$ cat src/rtl/rv_exit_monitor_if.sv
// Retire-stream and status bundle between an rv32 core (master) and its exit monitor (slave).
interface rv_exit_monitor_if #(
  parameter int CNT_W   = 32,
  parameter int ECALL_W = 16
);
  logic               ir_valid;
  logic [31:0]        ir;
  logic [31:0]        sysno;
  logic [31:0]        arg0;
  logic [CNT_W-1:0]   timeout_limit;
  logic               clr;

  logic               running;
  logic               done;
  logic               finish_req;
  logic               timed_out;
  logic [31:0]        exit_code;
  logic [CNT_W-1:0]   cycle_cnt;
  logic [CNT_W-1:0]   instret;
  logic [ECALL_W-1:0] ecall_cnt;

  modport master (
    output ir_valid, ir, sysno, arg0, timeout_limit, clr,
    input  running, done, finish_req, timed_out, exit_code, cycle_cnt, instret, ecall_cnt
  );

  modport slave (
    input  ir_valid, ir, sysno, arg0, timeout_limit, clr,
    output running, done, finish_req, timed_out, exit_code, cycle_cnt, instret, ecall_cnt
  );
endinterface

$ cat src/rtl/rv_exit_monitor.sv
// Program-termination monitor: detects the exit ecall or a cycle timeout, keeps
// saturating run statistics and raises a one-cycle finish_req after a drain delay.
module rv_exit_monitor #(
  parameter int SYS_EXIT     = 93,
  parameter int DRAIN_CYCLES = 5,
  parameter int CNT_W        = 32,
  parameter int ECALL_W      = 16
) (
  input  logic cclk,
  input  logic xreset,
  rv_exit_monitor_if.slave bus
);
  typedef enum logic [1:0] {RUN, DRAIN, DONE} state_t;

  state_t             state_reg, state_next;
  logic [7:0]         drain_reg, drain_next;
  logic [CNT_W-1:0]   cycle_cnt_reg, cycle_cnt_next;
  logic [CNT_W-1:0]   instret_reg, instret_next;
  logic [ECALL_W-1:0] ecall_cnt_reg, ecall_cnt_next;
  logic               timed_out_reg, timed_out_next;
  logic [31:0]        exit_code_reg, exit_code_next;
  logic               finish_req_reg, finish_req_next;
  logic               running, done;

  logic             is_ecall, is_exit, is_timeout;
  logic [CNT_W-1:0] cycle_inc;

  assign is_ecall   = bus.ir_valid && (bus.ir == 32'h0000_0073);
  assign is_exit    = is_ecall && (bus.sysno == 32'(SYS_EXIT));
  // Wraps to zero once saturated, so a non-zero limit can never match past all-ones.
  assign cycle_inc  = cycle_cnt_reg + CNT_W'(1);
  assign is_timeout = (bus.timeout_limit != '0) && (cycle_inc == bus.timeout_limit);

  always_ff @(posedge cclk or negedge xreset) begin
    if (!xreset) begin
      state_reg      <= RUN;
      drain_reg      <= '0;
      cycle_cnt_reg  <= '0;
      instret_reg    <= '0;
      ecall_cnt_reg  <= '0;
      timed_out_reg  <= 1'b0;
      exit_code_reg  <= '0;
      finish_req_reg <= 1'b0;
    end else begin
      state_reg      <= state_next;
      drain_reg      <= drain_next;
      cycle_cnt_reg  <= cycle_cnt_next;
      instret_reg    <= instret_next;
      ecall_cnt_reg  <= ecall_cnt_next;
      timed_out_reg  <= timed_out_next;
      exit_code_reg  <= exit_code_next;
      finish_req_reg <= finish_req_next;
    end
  end

  always_comb begin
    state_next = state_reg;
    if (bus.clr) begin
      state_next = RUN;
    end else begin
      case (state_reg)
        RUN:     if (is_exit || is_timeout) state_next = DRAIN;
        DRAIN:   if (drain_reg == 8'd0)     state_next = DONE;
        DONE:    state_next = DONE;
        default: state_next = RUN;
      endcase
    end
  end

  always_comb begin
    drain_next      = drain_reg;
    cycle_cnt_next  = cycle_cnt_reg;
    instret_next    = instret_reg;
    ecall_cnt_next  = ecall_cnt_reg;
    timed_out_next  = timed_out_reg;
    exit_code_next  = exit_code_reg;
    finish_req_next = 1'b0;
    if (bus.clr) begin
      drain_next     = '0;
      cycle_cnt_next = '0;
      instret_next   = '0;
      ecall_cnt_next = '0;
      timed_out_next = 1'b0;
      exit_code_next = '0;
    end else begin
      case (state_reg)
        RUN: begin
          if (!(&cycle_cnt_reg))                 cycle_cnt_next = cycle_inc;
          if (bus.ir_valid && !(&instret_reg))   instret_next   = instret_reg + CNT_W'(1);
          if (is_ecall && !(&ecall_cnt_reg))     ecall_cnt_next = ecall_cnt_reg + ECALL_W'(1);
          // A real exit in the same cycle as the timeout takes precedence.
          if (is_exit) begin
            exit_code_next = bus.arg0;
            timed_out_next = 1'b0;
            drain_next     = 8'(DRAIN_CYCLES);
          end else if (is_timeout) begin
            exit_code_next = 32'hFFFF_FFFF;
            timed_out_next = 1'b1;
            drain_next     = 8'(DRAIN_CYCLES);
          end
        end
        DRAIN: begin
          if (drain_reg == 8'd0) finish_req_next = 1'b1;
          else                   drain_next      = drain_reg - 8'd1;
        end
        default: ;
      endcase
    end
  end

  always_comb begin
    running = (state_reg == RUN);
    done    = (state_reg == DONE);
  end

  assign bus.running    = running;
  assign bus.done       = done;
  assign bus.finish_req = finish_req_reg;
  assign bus.timed_out  = timed_out_reg;
  assign bus.exit_code  = exit_code_reg;
  assign bus.cycle_cnt  = cycle_cnt_reg;
  assign bus.instret    = instret_reg;
  assign bus.ecall_cnt  = ecall_cnt_reg;
endmodule

$ cat src/flat_wrapper.sv
// flat-port wrapper written by rule: the top's interface ports become plain ports
module rv_exit_monitor_flat 
#(
  parameter int SYS_EXIT     = 93,
  parameter int DRAIN_CYCLES = 5,
  parameter int CNT_W        = 32,
  parameter int ECALL_W      = 16
)
  (cclk, xreset, bus_ir_valid, bus_ir, bus_sysno, bus_arg0, bus_timeout_limit, bus_clr, bus_running, bus_done, bus_finish_req, bus_timed_out, bus_exit_code, bus_cycle_cnt, bus_instret, bus_ecall_cnt);
  rv_exit_monitor_if #(.CNT_W(CNT_W), .ECALL_W(ECALL_W)) bus_i ();
  input  logic cclk;
  input  logic xreset;
  input wire logic [$bits(bus_i.ir_valid)-1:0] bus_ir_valid;
  input wire logic [$bits(bus_i.ir)-1:0] bus_ir;
  input wire logic [$bits(bus_i.sysno)-1:0] bus_sysno;
  input wire logic [$bits(bus_i.arg0)-1:0] bus_arg0;
  input wire logic [$bits(bus_i.timeout_limit)-1:0] bus_timeout_limit;
  input wire logic [$bits(bus_i.clr)-1:0] bus_clr;
  output wire logic [$bits(bus_i.running)-1:0] bus_running;
  output wire logic [$bits(bus_i.done)-1:0] bus_done;
  output wire logic [$bits(bus_i.finish_req)-1:0] bus_finish_req;
  output wire logic [$bits(bus_i.timed_out)-1:0] bus_timed_out;
  output wire logic [$bits(bus_i.exit_code)-1:0] bus_exit_code;
  output wire logic [$bits(bus_i.cycle_cnt)-1:0] bus_cycle_cnt;
  output wire logic [$bits(bus_i.instret)-1:0] bus_instret;
  output wire logic [$bits(bus_i.ecall_cnt)-1:0] bus_ecall_cnt;
  assign bus_i.ir_valid = bus_ir_valid;
  assign bus_i.ir = bus_ir;
  assign bus_i.sysno = bus_sysno;
  assign bus_i.arg0 = bus_arg0;
  assign bus_i.timeout_limit = bus_timeout_limit;
  assign bus_i.clr = bus_clr;
  assign bus_running = bus_i.running;
  assign bus_done = bus_i.done;
  assign bus_finish_req = bus_i.finish_req;
  assign bus_timed_out = bus_i.timed_out;
  assign bus_exit_code = bus_i.exit_code;
  assign bus_cycle_cnt = bus_i.cycle_cnt;
  assign bus_instret = bus_i.instret;
  assign bus_ecall_cnt = bus_i.ecall_cnt;
  rv_exit_monitor #(.SYS_EXIT(SYS_EXIT), .DRAIN_CYCLES(DRAIN_CYCLES), .CNT_W(CNT_W), .ECALL_W(ECALL_W)) u_core (.cclk(cclk), .xreset(xreset), .bus(bus_i));
endmodule
$ cat config.mk
export PLATFORM = sky130hd
export DESIGN_NAME = rv_exit_monitor_flat
export DESIGN_NICKNAME = d
export VERILOG_FILES = /design/src/rtl/rv_exit_monitor_if.sv /design/src/rtl/rv_exit_monitor.sv /design/src/flat_wrapper.sv
export SDC_FILE = /design/constraint.sdc
export NUM_CORES = 1
export LEC_CHECK = 0
export CORE_ASPECT_RATIO = 1.2
export CORE_MARGIN = 3
export CORE_UTILIZATION = 29
export DETAILED_ROUTE_END_ITERATION = 10
export PLACE_DENSITY_LB_ADDON = 0.2
export SYNTH_ARGS = -nofsm -noshare
export SYNTH_HDL_FRONTEND = slang
export SYNTH_SLANG_ARGS = --single-unit
$ cat constraint.sdc
create_clock -name cclk -period 4.6 [get_ports cclk]
set_clock_uncertainty 0.05 [all_clocks]
set_input_delay 0.92 -clock cclk [delete_from_list [all_inputs] [get_ports cclk]]
set_output_delay 0.92 -clock cclk [all_outputs]
set_load 0.03 [all_outputs]
==> metrics.yaml <==
status:
  run_status: "completed"
cells_and_area:
  layout_common_cells: "clkdlybuf4s50_1 (245), dfrtp_1 (124), nor2_1 (80), nand2_1 (60), o21ai_0 (53)"
  multi_input_area_sq_um: 4070
  fill_cells: 2461
  area_growth_pct: 45.5
  seqCellArea_sq_um: 3100
  final_layout_size_suffix_gt1_share_pct: 9.14
  fin_area_sq_um: 10800
  nets: 1166
  antenna_cells: 0
  final_common_cell: "clkdlybuf4s50_1"
routing:
  dr.pass1.iters: 5
  wl_per_cell_microns: 18.4
  vias_per_cell: 5.26
  routed.top_layer: "met4"
  drcViolationCount: 0
  wl_met2_microns: 12600
  postRouteWirelength_microns: 25100
  met3_length_microns: 1640
  drt-met1-wl_microns: 10500
  drt_iter0_drc: 264
  ant_nets: 0
  vias: 7168
place:
  dpl.hpwl_microns: 18200
  port_buffers: 247
  gp_congestion: 0.871
  dpl_cell_area_sq_um: 10200
clocking:
  hold_buffers: 0
  worstSkewPairLatency_ns: 0.42
  path_clk_slew_ns: 0.06
  cts_sinks: 124
  postCtsSetupRepairBufs: 0
  cts_buffer_depth: 2
  cts_tree: "yes"
  ctsHtreeMaxLevel: 4
  cts_resized: 0
  clockRootBuffer: "clkbuf_16"
  numCtsBuffers: 17
timing:
  grt_setup_unrepaired: "false"
  holdWs_ns: 0.486
  period_share_pct: 80.6
  final_hold_viol_count: 0
  setup_violations: 0
  post-route-min-period_ns: 3.71
  final.setup.tns_ns: 0
  clock.fmax_mhz: 270
  worst_pin_slew_ns: 0.901
  drv_slew: 0
  max-slew-margin-rel_pct: 40.0
global_routing:
  grt_pass1_vias: 7191
  grt_max_degree: 91
  grt_pass1_wl_microns: 40300
  antenna_found_initial: 0
  grt_overflow_total: 0
  grt_util_all_layers_pct: 18.0
flow_run:
  maxCapViolations: 0
pwr:
  p_per_area_nw_per_um2: 264
  p_leak_uw: 0.00425
  ir_drop_v: 0.000235
synth:
  ys_seq_area_share_pct: 41.6
  yosysWarnings: 0
  synthFlopType: "dfrtp_1"
  synth-edff-count: 0
  avgSynthCellArea_sq_um: 9.37
  synth_cell_types: 74
  synth_seq_cells: 124
  synthArstFlopShare_pct: 100
  netlist_instances: 795
  syn_area_sq_um: 7450
  syn_nets: 934
die:
  core-area_sq_um: 25000
  start_util_pct: 29.8
  die_w_microns: 152
  fp.dieH_microns: 182
  ios: 248
  die_area_sq_um: 27700
  rows: 63
worst_setup_path:
  cp-end-kind: "flip-flop"
  startpoint_type: "input port"
  crit_required_ns: 4.87
  crit_arrival_ns: 3.97
  path_class: "input port to flip-flop"
  r2r_setup_slack_ns: 0.95
  worst-path-max-fanout: 8
hold_path:
  min_path_type: "flip-flop to flip-flop"
## final timing paths
kind,start,endpoint,cells after the start
min in group asynchronous,xreset,u_core.bus.ecall_cnt[2]$_DFFE_PN0P_,1
worst min register to register,u_core.bus.timed_out$_DFFE_PN0P_,u_core.bus.timed_out$_DFFE_PN0P_,2
worst min-delay path,u_core.bus.timed_out$_DFFE_PN0P_,u_core.bus.timed_out$_DFFE_PN0P_,2
worst max register to register,u_core.bus.cycle_cnt[0]$_DFFE_PN0P_,u_core.bus.exit_code[27]$_DFFE_PN0P_,11
max in group asynchronous,xreset,u_core.bus.instret[24]$_DFFE_PN0P_,2
worst max-delay path,bus_timeout_limit[2],u_core.drain_reg[5]$_DFFE_PN0P_,10
## Yosys cell counts, types with 3 or more instances
cell | n | area share (%)
clkbuf_1 | 28 | 1.4
nand3b_1 | 3 | 0.30
o311ai_1 | 3 | 0.35
and3_1 | 18 | 1.5
or3_1 | 12 | 1.0
nand2_1 | 60 | 3.0
inv_1 | 21 | 1.1
o2111a_1 | 3 | 0.45
dfrtp_1 | 124 | 42
buf_2 | 10 | 0.67
o22ai_1 | 5 | 0.42
a21oi_1 | 23 | 1.5
o41ai_1 | 3 | 0.35
o31ai_1 | 17 | 1.7
nor4_2 | 4 | 0.67
nor4_1 | 28 | 2.4
nor2_1 | 80 | 4.0
and2_1 | 6 | 0.50
a31oi_1 | 6 | 0.50
xor2_1 | 46 | 5.4
nor3_1 | 16 | 1.1
ha_1 | 7 | 1.2
o31a_1 | 3 | 0.35
nand4b_1 | 4 | 0.47
o21ai_0 | 53 | 3.6
buf_4 | 5 | 0.50
o221a_1 | 5 | 0.76
nand4_1 | 28 | 2.4
o2111ai_1 | 4 | 0.47
and4_1 | 7 | 0.82
nor2b_1 | 4 | 0.34
xnor2_1 | 38 | 4.5
nand3_1 | 32 | 2.1
o21ai_1 | 4 | 0.27
mux2i_1 | 6 | 0.81
o221a_2 | 27 | 4.1
## per-layer routing
layer / global-route usage [%] / up-vias
met5: 0 / -
met4: 4.82 / 0
met3: 4.65 / 21
met2: 30.7 / 241
met1: 22.6 / 3483
li1: - / 3423
## per-stage QoR
step	worst slack [ns]	total power, uW	utilization [%]	std cells
2_1_floorplan	1.33	1200	-	795
3_3_place_gp	0.492	1380	40.8	1333
3_5_place_dp	0.464	1380	40.8	1333
4_1_cts	0.892	2890	43.4	1364
5_1_grt	0.630	2970	43.4	1364
6_report	0.891	2860	43.4	1364
## cell type report
cell class / instances / share of cell area, %
multi-input combinational: 606 / 37.5
sequential: 124 / 28.6
timing repair buffer: 257 / 23.5
clock buffer: 19 / 4.18
tap: 325 / 3.75
clock inverter: 12 / 1.79
inverter: 21 / 0.727
## cell families after synthesis
family / after synthesis / share of synthesized area (%)
AND/OR/NAND/NOR: 329 / 24.8
adder cells (fa/ha/maj): 7 / 1.18
multiplexers: 7 / 0.957
AO/OA/AOI/OAI: 179 / 17.8
flip-flops: 124 / 41.6
buffers and inverters: 65 / 3.80
XOR/XNOR: 84 / 9.87
## worst max-delay path, stage by stage
cell,delay (ns)
clkdlybuf4s50_1,0.49
nand4b_1,0.21
a211oi_1,0.33
o2111ai_1,0.19
a2111oi_1,0.54
nand2_1,0.13
nor4_2,0.39
a21oi_2,0.18
or4_1,0.52
o311ai_1,0.08
## report_power, final
group | internal, uW | leakage, uW | total (uW) | switching [uW]
clock | 984 | 0.000315 | 1500 | 518
combinational | 140 | 0.00220 | 258 | 119
sequential | 1100 | 0.00173 | 1100 | 8.25
total | 2220 | 0.00425 | 2860 | 644
Power figures use the tool's default switching activity.
